### src/rtl/modbus_uart_frame_player.sv
// Scripted UART-receiver model: replays loaded characters and line silences on the
// dataReceived/receiveReq handshake, with parity-error injection, looping and consumer timeout.
`default_nettype none

module modbus_uart_frame_player #(
  parameter int DATA_WIDTH     = 8,
  parameter int DEPTH          = 16,
  parameter int ADDR_WIDTH     = 4,
  parameter int GAP_CYCLES     = 5,
  parameter int SILENCE_CYCLES = 5,
  parameter int RESP_TIMEOUT   = 16
) (
  input  logic                  clk,
  input  logic                  rst,
  input  logic                  loadWe,
  input  logic [ADDR_WIDTH-1:0] loadAddr,
  input  logic [DATA_WIDTH+3:0] loadData,
  input  logic                  start,
  input  logic                  abort,
  input  logic                  loopEn,
  output logic                  busy,
  output logic                  done,
  output logic                  dataReceived,
  input  logic                  receiveReq,
  output logic [DATA_WIDTH:0]   dataOut,
  output logic                  silence,
  output logic                  parityError,
  output logic                  overflow
);

  localparam int CNT_MAX = (GAP_CYCLES > SILENCE_CYCLES) ? GAP_CYCLES : SILENCE_CYCLES;
  localparam int CW      = $clog2(CNT_MAX + 1);
  localparam int WW      = (RESP_TIMEOUT > 1) ? $clog2(RESP_TIMEOUT) : 1;

  localparam logic [ADDR_WIDTH-1:0] LAST_IDX  = ADDR_WIDTH'(DEPTH - 1);
  localparam logic [CW-1:0]         GAP_LOAD  = CW'(GAP_CYCLES);
  localparam logic [CW-1:0]         SIL_LOAD  = CW'(SILENCE_CYCLES);
  localparam logic [WW-1:0]         WAIT_LAST = WW'(RESP_TIMEOUT - 1);

  typedef enum logic [2:0] {
    S_IDLE    = 3'd0,
    S_DECODE  = 3'd1,
    S_GAP     = 3'd2,
    S_PRESENT = 3'd3,
    S_SILENCE = 3'd4,
    S_DONE    = 3'd5
  } state_t;

  logic [DATA_WIDTH+3:0] mem [DEPTH];

  state_t                state, state_n;
  logic [ADDR_WIDTH-1:0] index, index_n;
  logic [CW-1:0]         cnt, cnt_n;
  logic [WW-1:0]         wcnt, wcnt_n;
  logic                  busy_n, done_n, dr_n, sil_n, pe_n, ovf_n;
  logic [DATA_WIDTH:0]   dout_n;

  logic [DATA_WIDTH+3:0] entry;
  logic                  e_bit, s_bit, p_bit;
  state_t                adv_state;
  logic [ADDR_WIDTH-1:0] adv_index;

  always_ff @(posedge clk) begin
    if (loadWe && !busy) mem[loadAddr] <= loadData;
  end

  assign entry = mem[index];
  assign e_bit = entry[DATA_WIDTH+3];
  assign s_bit = entry[DATA_WIDTH+2];
  assign p_bit = entry[DATA_WIDTH+1];

  // Where playback goes after a finished character or silence.
  assign adv_index = (index == LAST_IDX) ? '0 : index + ADDR_WIDTH'(1);
  assign adv_state = ((index != LAST_IDX) || loopEn) ? S_DECODE : S_DONE;

  always_comb begin
    state_n = state;
    index_n = index;
    cnt_n   = cnt;
    wcnt_n  = wcnt;
    busy_n  = busy;
    dr_n    = dataReceived;
    dout_n  = dataOut;
    sil_n   = silence;
    pe_n    = parityError;
    ovf_n   = 1'b0;
    case (state)
      S_IDLE: begin
        if (start) begin
          index_n = '0;
          busy_n  = 1'b1;
          state_n = S_DECODE;
        end
      end
      S_DECODE: begin
        if (e_bit) begin
          if (loopEn) index_n = '0;
          else        state_n = S_DONE;
        end else if (s_bit) begin
          sil_n   = 1'b1;
          cnt_n   = SIL_LOAD;
          state_n = S_SILENCE;
        end else begin
          cnt_n   = GAP_LOAD;
          state_n = S_GAP;
        end
      end
      S_GAP: begin
        if (cnt == CW'(1)) begin
          dr_n    = 1'b1;
          dout_n  = entry[DATA_WIDTH:0];
          pe_n    = p_bit;
          wcnt_n  = '0;
          state_n = S_PRESENT;
        end else begin
          cnt_n = cnt - CW'(1);
        end
      end
      S_PRESENT: begin
        // Acknowledge is checked first so it wins over a coincident timeout.
        if (receiveReq) begin
          dr_n    = 1'b0;
          pe_n    = 1'b0;
          index_n = adv_index;
          state_n = adv_state;
        end else if ((RESP_TIMEOUT != 0) && (wcnt == WAIT_LAST)) begin
          ovf_n   = 1'b1;
          dr_n    = 1'b0;
          pe_n    = 1'b0;
          index_n = adv_index;
          state_n = adv_state;
        end else begin
          wcnt_n = wcnt + WW'(1);
        end
      end
      S_SILENCE: begin
        if (cnt == CW'(1)) begin
          sil_n   = 1'b0;
          index_n = adv_index;
          state_n = adv_state;
        end else begin
          cnt_n = cnt - CW'(1);
        end
      end
      S_DONE: begin
        busy_n  = 1'b0;
        state_n = S_IDLE;
      end
      default: state_n = S_IDLE;
    endcase
    if (abort && (state != S_IDLE)) begin
      state_n = S_IDLE;
      busy_n  = 1'b0;
      dr_n    = 1'b0;
      sil_n   = 1'b0;
      pe_n    = 1'b0;
      ovf_n   = 1'b0;
    end
    done_n = (state_n == S_DONE);
  end

  always_ff @(posedge clk or posedge rst) begin
    if (rst) begin
      state        <= S_IDLE;
      index        <= '0;
      cnt          <= '0;
      wcnt         <= '0;
      busy         <= 1'b0;
      done         <= 1'b0;
      dataReceived <= 1'b0;
      dataOut      <= '0;
      silence      <= 1'b0;
      parityError  <= 1'b0;
      overflow     <= 1'b0;
    end else begin
      state        <= state_n;
      index        <= index_n;
      cnt          <= cnt_n;
      wcnt         <= wcnt_n;
      busy         <= busy_n;
      done         <= done_n;
      dataReceived <= dr_n;
      dataOut      <= dout_n;
      silence      <= sil_n;
      parityError  <= pe_n;
      overflow     <= ovf_n;
    end
  end

endmodule

`default_nettype wire

### config.mk
export PLATFORM = sky130hd
export DESIGN_NAME = modbus_uart_frame_player
export DESIGN_NICKNAME = d
export VERILOG_FILES = /design/src/rtl/modbus_uart_frame_player.sv
export SDC_FILE = /design/constraint.sdc
export NUM_CORES = 1
export LEC_CHECK = 0
export ABC_CLOCK_PERIOD_IN_PS = 2900
export BUFFER_PORTS_ARGS = -buffer_cell sky130_fd_sc_hd__buf_2
export CORE_MARGIN = 2
export CORE_UTILIZATION = 30
export DETAILED_ROUTE_END_ITERATION = 7
export GPL_TIMING_DRIVEN = 1
export HOLD_SLACK_MARGIN = 0.1
export PLACE_DENSITY = 0.55
export SETUP_SLACK_MARGIN = 0.1
export SYNTH_ARGS = -nofsm -noshare
export SYNTH_HDL_FRONTEND = slang
export SYNTH_SLANG_ARGS = --single-unit
### constraint.sdc
create_clock -name clk -period 2.9 [get_ports clk]
set_clock_uncertainty 0.05 [all_clocks]
set_input_delay 0 -clock clk [delete_from_list [all_inputs] [get_ports clk]]
set_output_delay 0 -clock clk [all_outputs]
set_load 0.01 [all_outputs]
==> flow_metrics.tcl <==
set metrics [dict create \
    status "completed" \
    ys_warn_count 0 \
    cts_tree "yes" \
    initial_core_util_pct 30.3 \
    gr-total-overflow 0 \
    regToRegSetupSlack_ns 0.43 \
    core_sq_mm 0.0296 \
    rr_startpoint "busy" \
    p_per_area_mw_per_mm2 764 \
    drc 0 \
    rr_worst_depth 5 \
    syn_area_per_cell_sq_um 19.9 \
    synth_enable_flop_cells 192 \
    hold_class "in2async" \
    grt_pass1_wl_mm 29.7 \
    path_clk_slew_ns 0.06 \
    drive_gt1_share_pct 32.1 \
    worstSetupStartpointType "flip-flop" \
    grtUsageTotal_pct 12.8 \
    portBuffers 37 \
    slowest_delay_ns 0.58 \
    cp_data_required_time_ns 3.03 \
    fin_ws_ns 0.427 \
    ys_seq_elements 221 \
    period_minus_slack_ns 2.47 \
    vdd_ir_drop_max_v 0.000408 \
    ant_nets 0 \
    fillers 2733 \
    crit_chain "nand2b_1 -> or3_1 -> nor3_2 -> dlygate4sd3_1 -> buf_4" \
    avgViaCountPerCell 4.88 \
    clock_latency_ns 0.51 \
    startpoint "busy" \
    yosys-top-cells-count "edfxtp_1 (192), mux4_2 (55), nor2_1 (30)" \
    die_w_um 177 \
    synthFlopType "edfxtp_1" \
    worst_hold_slack_ns 0.147 \
    synth.distinct_cells 51 \
    syn-cell-area_sq_mm 0.00897 \
    grt_setup_unrepaired "no" \
    grt_pass1_vias 4853 \
    synth.top_cell.area_share_pct 64.3 \
    die_h_um 177 \
    via_count 4621 \
    synthCells 451 \
    nNetsFinal 566 \
    rows 63 \
    root_buffer "clkbuf_16" \
    post_cts_buffers 0 \
    end_kind "flip-flop" \
    hold_viol 0 \
    dieArea_sq_mm 0.0313 \
    n_antenna_cell 0 \
    post-route-util_pct 36.5 \
    antenna_found_initial 0 \
    fin_crit_sh_pct 85.3 \
    async_flop_share_pct 13.1 \
    ios 38 \
    areaGrowthSynthToFinish_pct 20.2 \
    cts_buffers 24 \
    fmax_mhz 404 \
    cp_data_arrival_time_ns 2.61 \
    critPathMaxFanout 12 \
    path_class "reg2reg" \
    maxSlewHeadroom_pct 46.7 \
    cp-endpoint "mem[0][5]" \
    wl_mm 19.6 \
    grt_max_degree 23 \
    dpl_worst_slack_ns 0.566 \
    dp_hpwl_mm 11.5 \
    h-tree-depth 1 \
    wire_per_inst_um 20.7 \
    r2r-end "mem[0][5]" \
    final_cells 947 \
    synth_most_common_cell "edfxtp_1" \
    max_cap_violations 0 \
    setup_viol 0 \
    slew_viol_final 0 \
    first_pass_iters 4 \
    fin_tns_setup_ns 0 \
    clkSinkCount 221 \
    ys_seq_area_share_pct 72.4 \
    slowest_stage "dlygate4sd3_1" \
    leakagePower_nw 3.60 \
    cts_buffer_depth 3 \
    yosysTopAreaCell "edfxtp_1" \
    synthTopCellsByArea "edfxtp_1 (64%), mux4_2 (14%), dfrtp_1 (8.1%)" \
    first_iter_violations 326 \
    place_congestion 0.785 \
    numPlacedInstances 882 \
    synth_nets 478 \
    max_slew.worst_pin.slew_ns 0.799 \
]
==> kinds of logic after synthesis <==
| logic type | after synthesis | share of synthesized area, % |
|---|---|---|
| flip-flops | 221 | 72.4 |
| AND/OR/NAND/NOR | 86 | 4.69 |
| multiplexers | 77 | 17.4 |
| AO/OA/AOI/OAI | 30 | 2.85 |
| buffers and inverters | 28 | 1.65 |
| XOR/XNOR | 5 | 0.488 |
| adder cells (fa/ha/maj) | 4 | 0.558 |
==> cell usage in the layout, fill, tap and decap left out, types with 10 or more instances in the layout <==
cell,n
edfxtp_1,192
buf_2,37
dfrtp_1,28
nand2_1,17
nor2_1,30
dlygate4sd3_1,21
buf_4,23
clkbuf_16,25
mux2_2,13
mux4_2,55
nand2b_1,10
==> what timing repair did <==
action,in CTS,in global routing
hold buffers,21,0
gates resized for setup,0,0
hold endpoints to repair,257,0
==> critical path: cells and delay by family (launching register included) <==
family	cells	cell delay [ns]
flops	1	0.49
buf+inv	2	0.84
simple gates	3	0.76
==> how the worst min path moves through the flow <==
stage,start,endpoint,slack [ns]
6_report,rst,dataOut[6],0.15
5_1_grt,loadAddr[3],mem[8][7],0.18
4_1_cts,loadAddr[3],mem[8][7],0.15
3_5_place_dp,rst,dataOut[3],0.16
3_3_place_gp,rst,dataOut[3],0.15
2_1_floorplan,receiveReq,overflow,0.02
==> sequential cells by signal (all words and copies together), names as in the netlist <==
register      flops
state             3
dataReceived      1
silence           1
cnt               3
overflow          1
wcnt              4
parityError       1
index             4
done              1
busy              1
dataOut           9
mem             192
==> layer usage <==
metal  GRT usage (%)  vias to the layer above  part of all wire [%]
met1            15.5                     2448                    41
met5               0                        -                     0
met3            2.15                       33                   4.2
met2            23.4                      117                    53
li1                -                     2023                     -
met4            3.72                        0                   2.1
==> where the power goes <==
part	total (mW)	internal, mW	switching [mW]
clock	3.07	1.89	1.18
sequential	3.80	3.61	0.185
combinational	1.36	0.726	0.638
==> final cells by class <==
class	instances	area, sq um	share of cell area [%]
Tap cell	390	488	4.53
Multi-Input combinational cell	202	2360	21.9
Inverter	7	26.3	0.244
Clock buffer	34	679	6.30
Clock inverter	10	126	1.17
Sequential cell	221	6490	60.2
Timing Repair Buffer	83	608	5.64
==> through the flow <==
step	power (mW)	area [sq um]
floorplan	4.85	8970
global placement	5.17	9760
detailed placement	5.22	9760
finish	8.23	10800
CTS	8.33	10800
global route	8.59	10800
Note: power is estimated with default switching activity, not from simulation.
